**src/rtl/eq_pkg.sv**
```systemverilog
// Shared constants, state type and helpers for the equalizer mixer stages.
package eq_pkg;

    localparam int unsigned DEF_N_BANDS     = 10;
    localparam int unsigned DEF_AUDIO_WIDTH = 24;
    localparam int unsigned DEF_GAIN_WIDTH  = 8;
    localparam int unsigned DEF_GAIN_FRAC   = 5;

    typedef enum logic {IDLE, MAC} eq_state_e;

    function automatic int unsigned unity_gain(input int unsigned gain_frac);
        return 32'd1 << gain_frac;
    endfunction

endpackage

```
**src/rtl/eq_band_mixer_if.sv**
```systemverilog
// Sample handshake, gain programming and status signals of the band mixer.
interface eq_band_mixer_if
    import eq_pkg::*;
#(
    parameter int unsigned N_BANDS     = DEF_N_BANDS,
    parameter int unsigned AUDIO_WIDTH = DEF_AUDIO_WIDTH,
    parameter int unsigned GAIN_WIDTH  = DEF_GAIN_WIDTH
);

    localparam int unsigned ADDR_WIDTH = (N_BANDS > 1) ? $clog2(N_BANDS) : 1;

    logic                           in_valid;
    logic                           in_ready;
    logic [AUDIO_WIDTH-1:0]         audio_in;
    logic [N_BANDS*AUDIO_WIDTH-1:0] bands_in;
    logic                           bypass;
    logic                           gain_we;
    logic [ADDR_WIDTH-1:0]          gain_addr;
    logic [GAIN_WIDTH-1:0]          gain_wdata;
    logic                           out_valid;
    logic [AUDIO_WIDTH-1:0]         audio_out;
    logic                           sat_flag;
    logic                           sat_clr;

    modport master (
        output in_valid, audio_in, bands_in, bypass, gain_we, gain_addr, gain_wdata, sat_clr,
        input  in_ready, out_valid, audio_out, sat_flag
    );

    modport slave (
        input  in_valid, audio_in, bands_in, bypass, gain_we, gain_addr, gain_wdata, sat_clr,
        output in_ready, out_valid, audio_out, sat_flag
    );

endinterface

```
**src/rtl/eq_round_sat.sv**
```systemverilog
// Round-half-up, arithmetic right shift and clamp to a narrower signed range.
module eq_round_sat #(
    parameter int unsigned IN_WIDTH  = 36,
    parameter int unsigned OUT_WIDTH = 24,
    parameter int unsigned SHIFT     = 5
) (
    input  logic signed [IN_WIDTH-1:0]  din,
    output logic signed [OUT_WIDTH-1:0] dout,
    output logic                        sat
);

    localparam int unsigned RND_POS = (SHIFT > 0) ? SHIFT - 1 : 0;
    localparam logic signed [IN_WIDTH:0] RND =
        (SHIFT > 0) ? ((IN_WIDTH + 1)'(1) << RND_POS) : '0;
    localparam logic signed [IN_WIDTH:0] MAX =
        {{(IN_WIDTH - OUT_WIDTH + 2){1'b0}}, {(OUT_WIDTH - 1){1'b1}}};
    localparam logic signed [IN_WIDTH:0] MIN =
        {{(IN_WIDTH - OUT_WIDTH + 2){1'b1}}, {(OUT_WIDTH - 1){1'b0}}};

    logic signed [IN_WIDTH:0] rounded;
    logic signed [IN_WIDTH:0] shifted;

    // One guard bit keeps the rounding add from wrapping at the extremes.
    always_comb begin
        rounded = $signed({din[IN_WIDTH-1], din}) + RND;
        shifted = rounded >>> SHIFT;
        sat     = 1'b1;
        if (shifted > MAX) begin
            dout = MAX[OUT_WIDTH-1:0];
        end else if (shifted < MIN) begin
            dout = MIN[OUT_WIDTH-1:0];
        end else begin
            dout = shifted[OUT_WIDTH-1:0];
            sat  = 1'b0;
        end
    end

endmodule

```
**src/rtl/eq_band_mixer.sv**
```systemverilog
// Time-multiplexed band gain mixer: one shared MAC, N_BANDS cycles per sample.
module eq_band_mixer
    import eq_pkg::*;
#(
    parameter int unsigned N_BANDS     = DEF_N_BANDS,
    parameter int unsigned AUDIO_WIDTH = DEF_AUDIO_WIDTH,
    parameter int unsigned GAIN_WIDTH  = DEF_GAIN_WIDTH,
    parameter int unsigned GAIN_FRAC   = DEF_GAIN_FRAC
) (
    input logic            clk,
    input logic            rst_n,
    eq_band_mixer_if.slave bus
);

    localparam int unsigned IDX_WIDTH  = (N_BANDS > 1) ? $clog2(N_BANDS) : 1;
    localparam int unsigned PROD_WIDTH = AUDIO_WIDTH + GAIN_WIDTH;
    localparam int unsigned ACC_WIDTH  = PROD_WIDTH + $clog2(N_BANDS);
    localparam logic [GAIN_WIDTH-1:0] UNITY    = GAIN_WIDTH'(unity_gain(GAIN_FRAC));
    localparam logic [IDX_WIDTH-1:0]  LAST_IDX = IDX_WIDTH'(N_BANDS - 1);

    eq_state_e                    state_q, state_d;
    logic [IDX_WIDTH-1:0]         idx_q, idx_d;
    logic signed [ACC_WIDTH-1:0]  acc_q, acc_d, acc_sum;
    logic signed [PROD_WIDTH-1:0] prod;
    logic [GAIN_WIDTH-1:0]        pend_q [N_BANDS];
    logic [GAIN_WIDTH-1:0]        act_q  [N_BANDS];
    logic [AUDIO_WIDTH-1:0]       band_q [N_BANDS];
    logic [AUDIO_WIDTH-1:0]       dry_q;
    logic                         bypass_q;
    logic                         accept;
    logic                         finish;
    logic signed [AUDIO_WIDTH-1:0] mix_out;
    logic                         mix_sat;
    logic [AUDIO_WIDTH-1:0]       out_q;
    logic                         out_valid_q;
    logic                         sat_q;

    assign bus.in_ready  = (state_q == IDLE);
    assign accept        = bus.in_valid && (state_q == IDLE);
    assign bus.out_valid = out_valid_q;
    assign bus.audio_out = out_q;
    assign bus.sat_flag  = sat_q;

    assign prod    = PROD_WIDTH'($signed(band_q[idx_q])) * PROD_WIDTH'($signed(act_q[idx_q]));
    assign acc_sum = acc_q + ACC_WIDTH'(prod);

    eq_round_sat #(
        .IN_WIDTH  (ACC_WIDTH),
        .OUT_WIDTH (AUDIO_WIDTH),
        .SHIFT     (GAIN_FRAC)
    ) u_round_sat (
        .din  (acc_sum),
        .dout (mix_out),
        .sat  (mix_sat)
    );

    always_comb begin
        state_d = state_q;
        idx_d   = idx_q;
        acc_d   = acc_q;
        finish  = 1'b0;
        unique case (state_q)
            IDLE: begin
                if (accept) begin
                    state_d = MAC;
                    idx_d   = '0;
                    acc_d   = '0;
                end
            end
            MAC: begin
                acc_d = acc_sum;
                idx_d = idx_q + 1'b1;
                if (idx_q == LAST_IDX) begin
                    finish  = 1'b1;
                    state_d = IDLE;
                    idx_d   = '0;
                end
            end
            default: state_d = IDLE;
        endcase
    end

    always_ff @(posedge clk or negedge rst_n) begin
        if (!rst_n) begin
            state_q <= IDLE;
            idx_q   <= '0;
            acc_q   <= '0;
        end else begin
            state_q <= state_d;
            idx_q   <= idx_d;
            acc_q   <= acc_d;
        end
    end

    // Active bank copies the pre-write pending values, so a same-cycle write lands next sample.
    always_ff @(posedge clk or negedge rst_n) begin
        if (!rst_n) begin
            for (int k = 0; k < int'(N_BANDS); k++) begin
                pend_q[k] <= UNITY;
                act_q[k]  <= UNITY;
                band_q[k] <= '0;
            end
            dry_q    <= '0;
            bypass_q <= 1'b0;
        end else begin
            if (accept) begin
                for (int k = 0; k < int'(N_BANDS); k++) begin
                    act_q[k]  <= pend_q[k];
                    band_q[k] <= bus.bands_in[k*AUDIO_WIDTH +: AUDIO_WIDTH];
                end
                dry_q    <= bus.audio_in;
                bypass_q <= bus.bypass;
            end
            if (bus.gain_we && (32'(bus.gain_addr) < N_BANDS)) begin
                pend_q[bus.gain_addr] <= bus.gain_wdata;
            end
        end
    end

    always_ff @(posedge clk or negedge rst_n) begin
        if (!rst_n) begin
            out_q       <= '0;
            out_valid_q <= 1'b0;
            sat_q       <= 1'b0;
        end else begin
            out_valid_q <= finish;
            if (finish) begin
                out_q <= bypass_q ? dry_q : mix_out;
            end
            if (finish && !bypass_q && mix_sat) begin
                sat_q <= 1'b1;
            end else if (bus.sat_clr) begin
                sat_q <= 1'b0;
            end
        end
    end

endmodule

```
**src/flat_wrapper.sv**
```systemverilog
// flat-port wrapper written by rule: the top's interface ports become plain ports
module eq_band_mixer_flat import eq_pkg::*;
#(
    parameter int unsigned N_BANDS     = DEF_N_BANDS,
    parameter int unsigned AUDIO_WIDTH = DEF_AUDIO_WIDTH,
    parameter int unsigned GAIN_WIDTH  = DEF_GAIN_WIDTH,
    parameter int unsigned GAIN_FRAC   = DEF_GAIN_FRAC
)
  (clk, rst_n, bus_in_valid, bus_audio_in, bus_bands_in, bus_bypass, bus_gain_we, bus_gain_addr, bus_gain_wdata, bus_sat_clr, bus_in_ready, bus_out_valid, bus_audio_out, bus_sat_flag);
  eq_band_mixer_if #(.N_BANDS(N_BANDS), .AUDIO_WIDTH(AUDIO_WIDTH), .GAIN_WIDTH(GAIN_WIDTH)) bus_i ();
  input logic clk;
  input logic rst_n;
  input wire logic [$bits(bus_i.in_valid)-1:0] bus_in_valid;
  input wire logic [$bits(bus_i.audio_in)-1:0] bus_audio_in;
  input wire logic [$bits(bus_i.bands_in)-1:0] bus_bands_in;
  input wire logic [$bits(bus_i.bypass)-1:0] bus_bypass;
  input wire logic [$bits(bus_i.gain_we)-1:0] bus_gain_we;
  input wire logic [$bits(bus_i.gain_addr)-1:0] bus_gain_addr;
  input wire logic [$bits(bus_i.gain_wdata)-1:0] bus_gain_wdata;
  input wire logic [$bits(bus_i.sat_clr)-1:0] bus_sat_clr;
  output wire logic [$bits(bus_i.in_ready)-1:0] bus_in_ready;
  output wire logic [$bits(bus_i.out_valid)-1:0] bus_out_valid;
  output wire logic [$bits(bus_i.audio_out)-1:0] bus_audio_out;
  output wire logic [$bits(bus_i.sat_flag)-1:0] bus_sat_flag;
  assign bus_i.in_valid = bus_in_valid;
  assign bus_i.audio_in = bus_audio_in;
  assign bus_i.bands_in = bus_bands_in;
  assign bus_i.bypass = bus_bypass;
  assign bus_i.gain_we = bus_gain_we;
  assign bus_i.gain_addr = bus_gain_addr;
  assign bus_i.gain_wdata = bus_gain_wdata;
  assign bus_i.sat_clr = bus_sat_clr;
  assign bus_in_ready = bus_i.in_ready;
  assign bus_out_valid = bus_i.out_valid;
  assign bus_audio_out = bus_i.audio_out;
  assign bus_sat_flag = bus_i.sat_flag;
  eq_band_mixer #(.N_BANDS(N_BANDS), .AUDIO_WIDTH(AUDIO_WIDTH), .GAIN_WIDTH(GAIN_WIDTH), .GAIN_FRAC(GAIN_FRAC)) u_core (.clk(clk), .rst_n(rst_n), .bus(bus_i));
endmodule
```
**config.mk**
```make
export PLATFORM = sky130hd
export DESIGN_NAME = eq_band_mixer_flat
export DESIGN_NICKNAME = d
export VERILOG_FILES = /design/src/rtl/eq_pkg.sv /design/src/rtl/eq_band_mixer_if.sv /design/src/rtl/eq_round_sat.sv /design/src/rtl/eq_band_mixer.sv /design/src/flat_wrapper.sv
export SDC_FILE = /design/constraint.sdc
export NUM_CORES = 2
export LEC_CHECK = 0
export ABC_AREA = 1
export CORE_MARGIN = 1.5
export CORE_UTILIZATION = 49
export DETAILED_ROUTE_END_ITERATION = 12
export GPL_TIMING_DRIVEN = 0
export HOLD_SLACK_MARGIN = 0.15
export PLACE_DENSITY = 0.73
export SETUP_SLACK_MARGIN = 0.1
export SLEW_MARGIN = 20
export SYNTH_ARGS = -nofsm -noshare
export SYNTH_HDL_FRONTEND = slang
export SYNTH_SLANG_ARGS = --single-unit
```
**constraint.sdc**
```tcl
create_clock -name clk -period 7.05 [get_ports clk]
set_input_delay 2.115 -clock clk [delete_from_list [all_inputs] [get_ports clk]]
set_output_delay 2.115 -clock clk [all_outputs]
set_load 0.1 [all_outputs]
```
==> flow_metrics.tcl <==
set metrics [dict create \
    avgSynthCellArea_um2 9.290 \
    yosysSeqAreaShare_pct 39.58 \
    cp-end-kind "flip-flop" \
    synth_ff_type "dfrtp_1" \
    synthTopCellsByArea "dfrtp_1, fa_1, mux2_2" \
    drt-pass1-iter-count 6 \
    drive_above_1_share_pct 27.26 \
    syn_inst 3355 \
    synth_top_cell_area_share_pct 37.89 \
    hpwl_um 74650 \
    pin_count 309 \
    drt_wl_total_um 103900 \
    clockRootBuffer "clkbuf_16" \
    hold_start "u_core.pend_q[38]" \
    grt_overflow 0 \
    fmax_mhz 134.8 \
    relSlewSlack_pct 25.46 \
    gp_congestion 0.9776 \
    grt_pass1_vias 27140 \
    route.antenna.remaining_nets 0 \
    port_buffers 308 \
    start_kind "flip-flop" \
    setup_violations 24 \
    critPathArrivalTime_ns 7.90 \
    grt_util_all_layers_pct 31.59 \
    vias 26890 \
    r2r-end "u_core.bus.audio_out[19]" \
    die_h_um 255.2 \
    mostFrequentLayoutCell "nand2_1" \
    cap_violations 0 \
    hold_viol_final 0 \
    ys_ff_latch 492 \
    synth_edf_count 0 \
    routedWlPerCell_um 21.81 \
    critPathRequiredTime_ns 7.53 \
    cts_tree "yes" \
    synthesis.nets 3918 \
    drtIter0Drc 2770 \
    r2r_slack_ns -0.37 \
    rsz0062_at_grt "yes" \
    crit_top_cell "nand2_2" \
    worstMarginPinSlew_ns 1.118 \
    dieArea_um2 65130 \
    cp_slowest_cell "fa_1" \
    maxSlewViolCount 0 \
    min_to "u_core.pend_q[38]" \
    min_period_over_period_pct 105.2 \
    reg2reg_from "u_core.idx_q[0]" \
    antenna_found_initial 24 \
    yosysWarnings 0 \
    fin_hold_ws_ns 0.4798 \
    synth_area_um2 31170 \
    fin_worst_skew_ns 0.05060 \
    fin_ws_ns -0.3693 \
    run_status "finished with violations" \
    start_util_pct 49.50 \
    path_buf_inv 7 \
    holdPathStages 2 \
    grt_first_pass_wirelength_um 155300 \
    core_um2 62970 \
    clk_path_buf_depth 3 \
    min_period_ns 7.419 \
    via_per_inst 5.647 \
    h-tree-depth 2 \
    clkSinkCount 492 \
    insertion_delay_ns 0.63 \
    post-place-ws_ns -2.134 \
    reg2regPathDepth 36 \
    synth_cell_type_count 45 \
    violations "negative setup slack" \
    synth_area_leader_cell "dfrtp_1" \
    grt_max_degree 103 \
    tritoncts.num_buffers 50 \
    syn2layout_area_growth_pct 31.20 \
    path_clk_slew_ns 0.07 \
    criticalPathCategory "reg -> reg" \
    die_w_um 255.2 \
    fill_cells 4862 \
    rows 92 \
    async_reset_ff_share_pct 100.0 \
    hold_path.class "reg -> reg" \
    nNetsFinal 4413 \
    slowest_delay_ns 0.56 \
    layout_common_cells "nand2_1, dfrtp_1, inv_1" \
    multi_input_area_um2 18550 \
    seq_area_um2 12340 \
    drc_errors 0 \
    crit_fanout 8 \
    crit_family "adder cells" \
]
==> logic make-up after synthesis <==
logic type | Yosys count | share of synthesized area (%)
xor+xnor | 39 | 1.192
compound gates | 393 | 7.418
fa+ha+maj | 281 | 16.10
flops | 492 | 39.58
buf+inv | 618 | 7.567
mux | 360 | 12.94
simple gates | 1172 | 15.20
==> worst max path at each step <==
stage               startpoint                        to  slack (ns)  cells past startpoint
2_1_floorplan  u_core.idx_q[0]  u_core.bus.audio_out[10]        0.11                     37
3_3_place_gp             rst_n   u_core.bus.audio_out[9]      -18.05                      1
3_5_place_dp   u_core.idx_q[0]   u_core.bus.audio_out[9]       -2.13                     38
4_1_cts        u_core.idx_q[0]   u_core.bus.audio_out[9]       -0.15                     36
5_1_grt        u_core.idx_q[0]  u_core.bus.audio_out[18]       -0.64                     36
6_report       u_core.idx_q[0]  u_core.bus.audio_out[19]       -0.37                     36
==> timing repair <==
| item | 4_1_cts | 5_1_grt |
|---|---|---|
| hold endpoints to repair | 0 | 0 |
| endpoints found under the setup margin | 55 | 25 |
| cloned | 9 | 1 |
| buffers inserted | 85 | 35 |
| resized for setup | 499 | 141 |
| pin swaps | 91 | 138 |
| hold buffers | 0 | 0 |
==> metrics by stage <==
step / setup TNS (ns) / util, % / instance area, µm² / instances
after floorplan: 0 / - / 31170 / 3355
after global placement: -8774.18 / 56.08 / 35310 / 4509
after detailed placement: -70.67 / 56.33 / 35470 / 4515
after CTS: -3.034 / 63.45 / 39950 / 4702
after global routing: -14.81 / 64.95 / 40890 / 4762
final: -8.099 / 64.95 / 40890 / 4762
==> state kept, by name, summed over array words and instances (netlist names), 4 cells and up <==
| register | count |
|---|---|
| u_core.pend_q | 80 |
| u_core.acc_q | 36 |
| u_core.band_q | 240 |
| u_core.idx_q | 4 |
| u_core.bus.audio_out | 24 |
| u_core.act_q | 80 |
| u_core.dry_q | 24 |
==> worst reg2reg max path, delay by kind of cell, from the launching register on <==
family	cells	cell delay, ns
flops	1	0.47
buf+inv	7	0.92
fa+ha+maj	6	2.82
compound gates	4	0.84
simple gates	18	1.96
xor+xnor	1	0.25
==> layout make-up <==
class / instances / share of cell area, %
multi-input combinational: 2245 / 45.37
sequential: 492 / 30.18
timing repair buffer: 444 / 10.60
inverter: 472 / 4.363
clock buffer: 67 / 3.411
tap: 846 / 2.588
buffer: 145 / 2.558
clock inverter: 27 / 0.7894
antenna: 24 / 0.1469
==> Yosys cell counts, drive strengths merged, types with 2 or more instances <==
cell type  instances
a21oi             28
a31o              13
and2               5
buf               15
clkbuf           131
clkinv             5
dfrtp            472
dfstp             20
fa               200
ha                81
inv              467
mux2             344
mux2i             16
nand2            739
nand3             80
nand3b             5
nand4             24
nor2             308
nor3               7
nor4               2
o211ai            17
o21ai            234
o21bai             2
o221ai            47
o22ai             48
xnor2             16
xor2              23
==> layer usage <==
layer,vias to the layer above,GRT usage [%],wire length [µm]
met3,316,6.031,8765
met1,13420,40.85,40370
met2,1368,50.84,49270
li1,11780,-,-
met5,-,0,0
met4,0,15.98,5458
Power is not shown: default switching activity piles up to over one toggle a cycle in this logic, so the estimate is an artifact.
